--- config.mk ---
export PLATFORM = sky130hd
export DESIGN_NAME = dbg_uart_rx
export DESIGN_NICKNAME = d
export VERILOG_FILES = /design/src/rtl/panda_uart_pkg.sv /design/src/rtl/uart_tick_gen.sv /design/src/rtl/dbg_uart_rx.sv
export SDC_FILE = /design/constraint.sdc
export NUM_CORES = 1
export LEC_CHECK = 0
export ABC_CLOCK_PERIOD_IN_PS = 4300
export CORE_MARGIN = 2
export CORE_UTILIZATION = 60
export DETAILED_ROUTE_END_ITERATION = 10
export HOLD_SLACK_MARGIN = 0.05
export PLACE_DENSITY = 0.84
export SYNTH_ARGS = -nofsm -noshare
export SYNTH_HDL_FRONTEND = slang
export SYNTH_SLANG_ARGS = --single-unit
--- constraint.sdc ---
create_clock -name sys_clk_i -period 4.3 [get_ports sys_clk_i]
set_clock_uncertainty 0.1 [all_clocks]
set_input_delay 0.645 -clock sys_clk_i [delete_from_list [all_inputs] [get_ports sys_clk_i]]
set_output_delay 0.645 -clock sys_clk_i [all_outputs]
set_load 0.01 [all_outputs]
--- src/rtl/panda_uart_pkg.sv ---
// Shared constants and state encoding for the debug UART receiver.
package panda_uart_pkg;

  localparam int unsigned OVERSAMPLE = 16;
  localparam int unsigned DATA_BITS  = 8;
  localparam int unsigned SAMPLE_W   = $clog2(OVERSAMPLE);
  localparam int unsigned BIT_W      = $clog2(DATA_BITS);

  typedef enum logic [2:0] {
    ST_IDLE,
    ST_START,
    ST_DATA,
    ST_STOP,
    ST_WAIT_HIGH
  } rx_state_e;

endpackage

--- src/rtl/uart_tick_gen.sv ---
// Oversample tick divider: one tick every CLK_DIV cycles, restartable so
// ticks line up with a detected start edge.
module uart_tick_gen #(
  parameter int unsigned CLK_DIV = 54
) (
  input  logic clk,
  input  logic rst,
  input  logic restart,
  output logic tick_c
);

  localparam int unsigned DIV_W = 16;

  logic [DIV_W-1:0] cnt;

  assign tick_c = (cnt == DIV_W'(CLK_DIV - 1));

  always_ff @(posedge clk) begin
    if (rst || restart || tick_c) begin
      cnt <= '0;
    end else begin
      cnt <= cnt + DIV_W'(1);
    end
  end

endmodule

--- src/rtl/dbg_uart_rx.sv ---
// 8N1 UART receiver with 16x oversampling, a one-byte output buffer with
// valid/ready handshake, and frame-error / overrun pulses.
module dbg_uart_rx
  import panda_uart_pkg::*;
#(
  parameter int unsigned CLK_DIV = 54
) (
  input  logic                 sys_clk_i,
  input  logic                 rst_i,
  input  logic                 rx_i,
  output logic [DATA_BITS-1:0] data_o,
  output logic                 valid_o,
  input  logic                 ready_i,
  output logic                 frame_err_o,
  output logic                 overrun_o
);

  localparam logic [SAMPLE_W-1:0] MID_SAMPLE  = SAMPLE_W'(OVERSAMPLE / 2 - 1);
  localparam logic [SAMPLE_W-1:0] LAST_SAMPLE = SAMPLE_W'(OVERSAMPLE - 1);
  localparam logic [BIT_W-1:0]    LAST_BIT    = BIT_W'(DATA_BITS - 1);

  logic rx_meta;
  logic rx_s;

  rx_state_e            state,      state_n;
  logic [SAMPLE_W-1:0]  sample_cnt, sample_n;
  logic [BIT_W-1:0]     bit_idx,    bit_n;
  logic [DATA_BITS-1:0] shift,      shift_n;
  logic [DATA_BITS-1:0] data_n;
  logic                 valid_n;
  logic                 frame_err_n;
  logic                 overrun_n;
  logic                 restart_c;
  logic                 done_c;
  logic                 tick_c;

  uart_tick_gen #(
    .CLK_DIV (CLK_DIV)
  ) u_tick_gen (
    .clk     (sys_clk_i),
    .rst     (rst_i),
    .restart (restart_c),
    .tick_c  (tick_c)
  );

  // Next-state, datapath and output decode
  always_comb begin
    state_n     = state;
    sample_n    = sample_cnt;
    bit_n       = bit_idx;
    shift_n     = shift;
    data_n      = data_o;
    valid_n     = valid_o;
    frame_err_n = 1'b0;
    overrun_n   = 1'b0;
    restart_c   = 1'b0;
    done_c      = 1'b0;

    if (valid_o && ready_i) begin
      valid_n = 1'b0;
    end

    case (state)
      ST_IDLE: begin
        if (!rx_s) begin
          state_n   = ST_START;
          sample_n  = '0;
          restart_c = 1'b1;
        end
      end
      ST_START: begin
        if (tick_c) begin
          if (sample_cnt == MID_SAMPLE) begin
            // A line already back high at mid start bit was a glitch
            if (rx_s) begin
              state_n = ST_IDLE;
            end else begin
              state_n  = ST_DATA;
              sample_n = '0;
              bit_n    = '0;
            end
          end else begin
            sample_n = sample_cnt + SAMPLE_W'(1);
          end
        end
      end
      ST_DATA: begin
        if (tick_c) begin
          if (sample_cnt == LAST_SAMPLE) begin
            sample_n = '0;
            shift_n  = {rx_s, shift[DATA_BITS-1:1]};
            if (bit_idx == LAST_BIT) begin
              state_n = ST_STOP;
            end else begin
              bit_n = bit_idx + BIT_W'(1);
            end
          end else begin
            sample_n = sample_cnt + SAMPLE_W'(1);
          end
        end
      end
      ST_STOP: begin
        if (tick_c) begin
          if (sample_cnt == LAST_SAMPLE) begin
            sample_n = '0;
            if (rx_s) begin
              state_n = ST_IDLE;
              done_c  = 1'b1;
            end else begin
              state_n     = ST_WAIT_HIGH;
              frame_err_n = 1'b1;
            end
          end else begin
            sample_n = sample_cnt + SAMPLE_W'(1);
          end
        end
      end
      ST_WAIT_HIGH: begin
        if (rx_s) begin
          state_n = ST_IDLE;
        end
      end
      default: begin
        state_n = ST_IDLE;
      end
    endcase

    // A completed byte may replace the buffered one only if it is consumed now
    if (done_c) begin
      if (!valid_o || ready_i) begin
        data_n  = shift;
        valid_n = 1'b1;
      end else begin
        overrun_n = 1'b1;
      end
    end
  end

  always_ff @(posedge sys_clk_i) begin
    if (rst_i) begin
      rx_meta     <= 1'b1;
      rx_s        <= 1'b1;
      state       <= ST_IDLE;
      sample_cnt  <= '0;
      bit_idx     <= '0;
      shift       <= '0;
      data_o      <= '0;
      valid_o     <= 1'b0;
      frame_err_o <= 1'b0;
      overrun_o   <= 1'b0;
    end else begin
      rx_meta     <= rx_i;
      rx_s        <= rx_meta;
      state       <= state_n;
      sample_cnt  <= sample_n;
      bit_idx     <= bit_n;
      shift       <= shift_n;
      data_o      <= data_n;
      valid_o     <= valid_n;
      frame_err_o <= frame_err_n;
      overrun_o   <= overrun_n;
    end
  end

endmodule
# ---- Word level (Yosys, flattened, before mapping)
# Index checks and enable logic that the tools add are counted.
dict set report totals {
  elab_cells 89
  register_bits 47
  out_inout_bits 11
  inputBits 4
}
dict set report classes {
  n_reduce_logical 16
  n_eq_ne 20
  n_addsub 3
  n_mux 35
  bitwise 4
}
# op count
set op_table {}
lappend op_table {{3-bit two-way mux} 16}
lappend op_table {{4-bit two-way mux} 5}
lappend op_table {{16-bit by 1-bit adder with 16-bit output, second input constant} 1}
lappend op_table {{16-bit by 6-bit == test with 1-bit output, second input constant} 1}
lappend op_table {{2-bit != test, second input constant} 8}
lappend op_table {{3-bit case mux with 5 select lines} 1}
lappend op_table {{4-bit case mux with 3 select lines} 1}
lappend op_table {{1-bit two-way mux} 10}
lappend op_table {{9-bit AND reduction} 1}
lappend op_table {{2-bit by 1-bit != test with 1-bit output, second input constant} 4}
lappend op_table {{7-bit AND reduction} 1}
lappend op_table {{3-bit by 2-bit == test with 1-bit output, second input constant} 2}
lappend op_table {{3-bit == test, second input constant} 2}
lappend op_table {{3-bit case mux with 2 select lines} 1}
lappend op_table {{3-bit AND reduction} 2}
lappend op_table {{4-bit by 1-bit adder with 4-bit output, second input constant} 1}
lappend op_table {{4-bit by 3-bit == test with 1-bit output, second input constant} 1}
lappend op_table {{4-bit == test, second input constant} 1}
lappend op_table {{1-bit NOT} 4}
lappend op_table {{2-bit OR reduction} 2}
lappend op_table {{4-bit OR reduction} 1}
lappend op_table {{3-bit by 1-bit adder with 3-bit output, second input constant} 1}
lappend op_table {{3-bit by 1-bit == test with 1-bit output, second input constant} 1}
lappend op_table {{3-bit zero test} 1}
lappend op_table {{other kinds (7)} 9}

# ---- Longest topological paths before layout
# Gate-level depths: netlist of run 1.
dict set report logic_depth {
  word_depth 6
  ltp_mapped 7
  depth_no_buf 6
}

# ---- Cells and area by module
# Synthesis of run 1 repeated with hierarchy kept, for this count alone.
dict set report unflattened {
  hier_cells 240
  area_unflattened_um2 2195.9
}
# mod n_inst seq_area_each_um2 cells_per_inst area_per_inst_um2
set by_module_without_submodules {}
lappend by_module_without_submodules {dbg_uart_rx 1 620.6 158 1473.9}
lappend by_module_without_submodules {uart_tick_gen 1 320.3 82 721.9}

# ---- Worst setup path before layout of run 1
# OpenSTA, ideal clock, no wires.
dict set report synth_path {
  kind {register to register}
  startpoint {register u_tick_gen.cnt[0]}
  endpoint {register data_o[0]}
  synth_period_minus_slack_ps 2087
  arrival_ps 1854
  slack_ps 2213
  path_buffers 1
  setup_ps 132
  stages_incl_launch_ff 7
  required_ps 4068
  path_cell_list {dfxtp_1 ha_1 or3b_2 or4_4 clkbuf_1 o21ai_0 a21oi_1}
}
dict set report synth_between {
  elab_chain_len 4
}
# item line_no
set synth_rtl {}
lappend synth_rtl {{start, declared} uart_tick_gen.sv:14} ;# logic [DIV_W-1:0] cnt;
lappend synth_rtl {{start signal, assigned} uart_tick_gen.sv:22} ;# cnt <= cnt + DIV_W'(1);
lappend synth_rtl {{16-bit by 6-bit == test with 1-bit output} uart_tick_gen.sv:16} ;# assign tick_c = (cnt == DIV_W'(CLK_DIV - 1));
lappend synth_rtl {{1-bit two-way mux} dbg_uart_rx.sv:103} ;# if (tick_c) begin
lappend synth_rtl {{1-bit two-way mux} dbg_uart_rx.sv:63} ;# case (state)
lappend synth_rtl {{2-bit AND reduction (no source line)} -}
lappend synth_rtl {{end signal, assigned} dbg_uart_rx.sv:158} ;# data_o <= data_n;
lappend synth_rtl {{end, declared} dbg_uart_rx.sv:11} ;# output logic [DATA_BITS-1:0] data_o,
# No other way between the ends.
# A chain may end at the register's enable or synchronous reset.

# ---- Worst setup path after layout of run 1
dict set report layout_path {
  startpoint {register u_tick_gen.cnt[0]}
  endpoint {register u_tick_gen.cnt[6]}
}
dict set report layout_between {
  elab_chain_len 2
  word_cells_on_any_way 3
  classes_between {add/sub (1); eq/ne (1); reduce/logical (1)}
}
# item
set layout_rtl {}
lappend layout_rtl {{parallel branches: the longest is 2 deep, another holds 16-bit by 1-bit adder with 16-bit output}}
# Several ways; the timed one is not identified.

==> results of run 1 <==
==> final cells by class <==
class	instances	area, sq um
clock buffers	5	68.8
clock inverters	2	13.8
fillers	311	1160
inverters	2	7.51
multi-input cells	198	1260
flip-flops and latches	47	941
well taps	48	60.1
repair buffers	16	155
==> cell usage in the layout (no fill, tap or decap), drive strengths merged, types with 5 or more instances in the layout <==
| master | synthesis | final |
|---|---|---|
| nand3 | 23 | 23 |
| dfxtp | 47 | 47 |
| nand2 | 10 | 10 |
| clkdlybuf4s50 | 0 | 14 |
| xor2 | 10 | 10 |
| o21ai | 24 | 24 |
| ha | 5 | 5 |
| a21oi | 27 | 27 |
| nor2 | 19 | 19 |
| nand2b | 10 | 10 |
| clkbuf | 14 | 5 |
| nand4 | 7 | 7 |
==> state kept, by name, summed over array words and instances (netlist names) <==
name / flops
frame_err_o: 1
rx_s: 1
rx_meta: 1
state: 3
u_tick_gen.cnt: 16
overrun_o: 1
shift: 8
data_o: 8
valid_o: 1
sample_cnt: 4
bit_idx: 3
==> report_power, final <==
part	internal [mW]	leakage, nW	total, mW	switching [mW]
clock	0.111	0.0440	0.257	0.146
combinational	0.0335	0.433	0.0729	0.0394
sequential	0.442	0.380	0.460	0.0176
total	0.587	0.857	0.790	0.203
==> cell families (layout without fill, tap and decap cells) <==
logic type | after synthesis | after routing | share of synthesized area (%)
adders and majority gates | 5 | 5 | 2.75
DFF | 47 | 47 | 41.3
AOI/OAI and AO/OA | 71 | 71 | 18.2
and+or+nand+nor | 106 | 106 | 27.9
xor gates and xnor gates | 13 | 13 | 5.00
buffers and inverters | 20 | 25 | 3.52
muxes | 3 | 3 | 1.32
==> metrics by stage <==
| stage | power [mW] | utilization, % | worst slack, ps | cell area (sq um) |
|---|---|---|---|---|
| after detailed placement | 0.542 | 66.1 | 1860 | 2420 |
| after global placement | 0.540 | 66.1 | 1900 | 2420 |
| final | 0.790 | 68.4 | 1930 | 2500 |
| after floorplan | 0.526 | - | 2210 | 2280 |
| after CTS | 0.792 | 68.4 | 1940 | 2500 |
| after global routing | 0.821 | 68.4 | 1750 | 2500 |
==> layer usage <==
| layer | wire length, um | vias to the layer above | share of wire, % | track usage [%] |
|---|---|---|---|---|
| met5 | 0 | - | 0 | 0 |
| met4 | 57 | 0 | 1.2 | 10.2 |
| met3 | 151 | 6 | 3.2 | 5.31 |
| met2 | 2360 | 39 | 50 | 40.8 |
| met1 | 2110 | 934 | 45 | 29.7 |
| li1 | - | 975 | - | - |
==> worst paths after layout <==
check / from / endpoint / slack [ps] / depth (start not counted)
min: rx_meta / rx_s / 320 / 1
max reg2reg: u_tick_gen.cnt[0] / u_tick_gen.cnt[6] / 1930 / 5
max: u_tick_gen.cnt[0] / u_tick_gen.cnt[6] / 1930 / 5
min reg2reg: rx_meta / rx_s / 320 / 1
==> worst max-delay path, delay by kind of cell, from the launching register on <==
family | cells | cell delay (ps)
AO/OA/AOI/OAI | 1 | 490
adder cells (fa/ha/maj) | 1 | 160
AND/OR/NAND/NOR | 3 | 1100
flip-flops | 1 | 390
==> results.toml, run 1 <==
[sta]
worst_pin_slew_ps = 813
hold_violations = 0
slew_headroom_pct = 45.4
final.setup.tns_ps = 0
min_period_ps = 2370
grt_setup_unrepaired = "no"
slew_viol_final = 0
holdWs_ps = 316
finalSetupViolCount = 0
fmax_mhz = 423
min_period_over_period_pct = 55.0

[cts]
cts.repair.resized = 0
htree_levels = 2
cts-root-buf = "clkbuf_8"
cts_buffers = 5
cts_tree = "built"
path_clk_slew_ps = 80
post_cts_buffers = 0
clock-sinks = 47
clk_latency_ps = 300
hold_buffers = 0
clockBufferDepth = 2

[grt]
grt_max_degree = 30
grt_pass1_wl_um = 8120
grt_pass1_vias = 1859
gr-total-overflow = 0
track_usage_pct = 24.2
antenna_found_initial = 0

[yosys]
synth_edf_count = 0
syn-num-nets = 274
synth_warnings = 0
ys.flop_type = "dfxtp_1"
synth.most_common_cell = "dfxtp_1"
synth.distinct_cells = 48
ys_seq_area_share_pct = 41.3
syn_avg_cell_area_sq_um = 8.59
synth_top_area_share_pct = 41.3
syn_area_sq_mm = 0.00228
synth_top_area_cell = "dfxtp_1"
async_flop_share_pct = 0
synth_common_cells = "47 x dfxtp_1, 27 x a21oi_1, 24 x o21ai_0"
synth.area.top_cells = "dfxtp_1 41%, a21oi_1 5.9%, o21ai_0 5.3%, nand3_1 5.1%, xor2_1 3.8%"
synth-seq-cells = 47
synthCells = 265

[drt]
wl_um = 4680
drt_first_pass_iters = 4
drt_iter0_markers = 219
viasPerCell = 6.14
drtAntennaViolNets = 0
post-route-drc-count = 0
routedWlPerCell_um = 14.7
vias = 1954

[critical_path]
critPathMaxFanout = 16
crit_arrival_ps = 2440
crit_slowest_cell = "nor4_4"
critPathMaxStageDelay_ps = 510
path_cells = "ha_1 -> or3b_2 -> nor4_4 -> a211o_1 -> nor2_1"
crit_type = "flop to flop"
endpoint_kind = "flop"
startpoint_type = "flop"
worstPathRequired_ps = 4370

[die]
start_util_pct = 62.2
coreArea_sq_mm = 0.00366
die_x_um = 65.6
die_area_sq_mm = 0.00430
boundaryPins = 15
die_y_um = 65.6
row_count = 22

[status]
outcome = "finished clean"

[placed_design]
io_buffers = 14
dpl.cell_count = 311
place_congestion = 0.809
place_hpwl_um = 3260

[pwr]
power.leakage_nw = 0.857
max-vdd-ir-drop_uv = 240
pwr_density_cell_mw_per_mm2 = 316

[cells_and_area]
layout.nets = 279
n_antenna_cell = 0
syn_to_final_growth_pct = 9.89
drive_above_1_share_pct = 6.30
final_cells = 318

[hold_path]
hold_class = "flop to flop"

[job]
maxCapViolCount = 0
Note: power is estimated with default switching activity, not from simulation.
==> run 2: changes to the inputs <==
--- a/config.mk
+++ b/config.mk
@@ -5,12 +5,12 @@
 export SDC_FILE = /design/constraint.sdc
 export NUM_CORES = 1
 export LEC_CHECK = 0
-export ABC_CLOCK_PERIOD_IN_PS = 4300
+export ABC_CLOCK_PERIOD_IN_PS = 2000
 export CORE_MARGIN = 2
-export CORE_UTILIZATION = 60
+export CORE_UTILIZATION = 52
 export DETAILED_ROUTE_END_ITERATION = 10
 export HOLD_SLACK_MARGIN = 0.05
-export PLACE_DENSITY = 0.84
+export PLACE_DENSITY = 0.77
 export SYNTH_ARGS = -nofsm -noshare
 export SYNTH_HDL_FRONTEND = slang
 export SYNTH_SLANG_ARGS = --single-unit
==> constraint.sdc (replaced) <==
create_clock -name sys_clk_i -period 2 [get_ports sys_clk_i]
set_clock_uncertainty 0.1 [all_clocks]
set_input_delay 0.3 -clock sys_clk_i [delete_from_list [all_inputs] [get_ports sys_clk_i]]
set_output_delay 0.3 -clock sys_clk_i [all_outputs]
set_load 0.01 [all_outputs]
==> run 2 against run 1 <==
Against the previous run: the run now ends with negative setup slack left; count of clock-buffer cells in the layout grew 1; via count increased by 11%; wire length increased by 25%; non-clock buffer count up 39; sequential cell count did not move; fmax up 12%; setup slack got worse by 2100 ps; power grew 130%; critical path depth increased by 2; worst hold slack lost 2.1 ps; die area grew 14%; critical path type unchanged; largest cell class unchanged.
==> results.toml, run 2 (synthesis gave the netlist of run 1 again) <==
[grt]
grt_use_met1_pct = 30.0
top_usage_layer = "met2"
antenna_found_initial = 0
grtUsageMet2_pct = 39.6
track_usage_pct = 23.6
gr-total-overflow = 0
grt_pass1_vias = 2000
use_met3_pct = 5.48
grt_max_degree = 16
grt_pass1_wl_um = 9270

[drt]
drtAntennaViolNets = 0
post-route-drc-count = 0
vias = 2162
viasPerCell = 5.99
drt_first_pass_iters = 4
wl_um = 5840
drt_iter0_markers = 165
routedWlPerCell_um = 16.2

[cells_and_area]
reg.largest.list = "u_tick_gen.cnt x16, data_o x8, shift x8"
fill_cells = 290
top_register = "u_tick_gen.cnt"
n_antenna_cell = 0
syn_to_final_growth_pct = 38.7
drive_above_1_share_pct = 34.0
final_cell_mix = "42 x dfxtp_1, 32 x buf_4, 23 x nand3_1"
utilization_pct = 73.5
final_common_cell = "dfxtp_1"
final_cells = 361
largest_reg_flops = 16
layout.nets = 318

[critical_path]
r2r.worst_path.cells = 7
startpoint = "u_tick_gen.cnt[1]"
worst-path-stages = 7
critical_path_buf_inv_count = 2
endpoint_kind = "flop"
rrSetupSlack_ps = -120
r2r-end = "sample_cnt[2]"
worstPathRequired_ps = 2090
crit_arrival_ps = 2210
crit_type = "flop to flop"
path_cells = "inv_2 -> ha_4 -> or3b_4 -> or4_4 -> buf_6 -> a31oi_4 -> a21oi_2"
cp-endpoint = "sample_cnt[2]"
startpoint_type = "flop"
reg2reg_from = "u_tick_gen.cnt[1]"
crit_slowest_cell = "or4_4"
critPathMaxFanout = 7
critPathMaxStageDelay_ps = 640
cp_top_family = "simple AND/OR/NAND/NOR gates"

[pwr]
pwr_density_cell_mw_per_mm2 = 572
max-vdd-ir-drop_uv = 263
total_power_mw = 1.81
power.leakage_nw = 1.14

[die]
boundaryPins = 15
die_area_sq_mm = 0.00492
coreArea_sq_mm = 0.00429
die_x_um = 70.2
row_count = 24
start_util_pct = 53.0
die_y_um = 70.2

[hold_path]
hold-path-cell-count = 1
hold_class = "flop to flop"

[cts]
clk_latency_ps = 310
clockBufferDepth = 2
cts-root-buf = "clkbuf_8"
htree_levels = 2
hold_buffers = 0
clock-sinks = 47
cts_buffers = 5
cts_tree = "built"
path_clk_slew_ps = 80

[sta]
holdWs_ps = 313
worst_pin_slew_ps = 629
fmax_mhz = 472
finalSetupViolCount = 25
fin_ws_ps = -118
grt_setup_unrepaired = "yes"
slew_headroom_pct = 58.0
hold_violations = 0
min_period_over_period_pct = 106
final.setup.tns_ps = -2090
slew_viol_final = 0
min_period_ps = 2120

[status]
violations = "negative setup slack"
outcome = "finished, violations left"

[placed_design]
dpl.cell_count = 346
io_buffers = 14
place_congestion = 0.806
place_hpwl_um = 3540

[job]
maxCapViolCount = 0
[run 2: cell types whose count changed in the layout (fill, tap and decap cells not counted), sizes merged]
cell    change
clkinv      -1
buf        +39
clkbuf      +1
[run 2: power by group]
part	total (mW)	internal, mW	switching, mW
registers	0.981	0.951	0.0298
logic	0.238	0.115	0.123
clock network	0.587	0.272	0.315
total	1.81	1.34	0.468
[run 2: how the worst min path moves through the flow]
stage | startpoint | endpoint | slack, ps
2_1_floorplan | rx_meta | rx_s | 290
3_3_place_gp | rx_meta | rx_s | 290
3_5_place_dp | rx_meta | rx_s | 290
4_1_cts | rx_meta | rx_s | 310
5_1_grt | rx_meta | rx_s | 350
6_report | rx_meta | rx_s | 310
[run 2: worst reg2reg max path: cells and delay by family (launching register included)]
kind	cells	cell delay, ps
AOI/OAI and AO/OA	2	220
adders and majority gates	1	120
buffers and inverters	2	230
DFF	1	330
and+or+nand+nor	2	1010
[run 2: routing by layer]
metal,vias to the layer above,part of all wire (%)
li1,1057,-
met1,1049,43
met2,51,52
met3,5,3.6
met4,0,1.2
met5,-,0
[run 2: final cells by class]
class	count	area, sq um	share of cell area (%)
Sequential cell	47	947	30.0
Clock inverter	1	5.00	0.158
Timing Repair Buffer	55	524	16.6
Clock buffer	6	82.6	2.61
Tap cell	52	65.1	2.06
Multi-Input combinational cell	198	1530	48.3
Inverter	2	7.51	0.238
[run 2: metrics by stage]
step                instance area, sq um  setup WS (ps)
floorplan                           2300          -7.38
global placement                    2690          -50.2
detailed placement                  2690           -192
CTS                                 3010           -114
global route                        3160           -162
finish                              3160           -118
[run 2: what timing repair did]
action | in CTS | in global routing
endpoints found under the hold margin | 0 | 0
gates cloned | 2 | 0
resized for setup | 49 | 41
endpoints found under the setup margin | 43 | 45
pin swaps | 39 | 25
setup buffers | 6 | 3
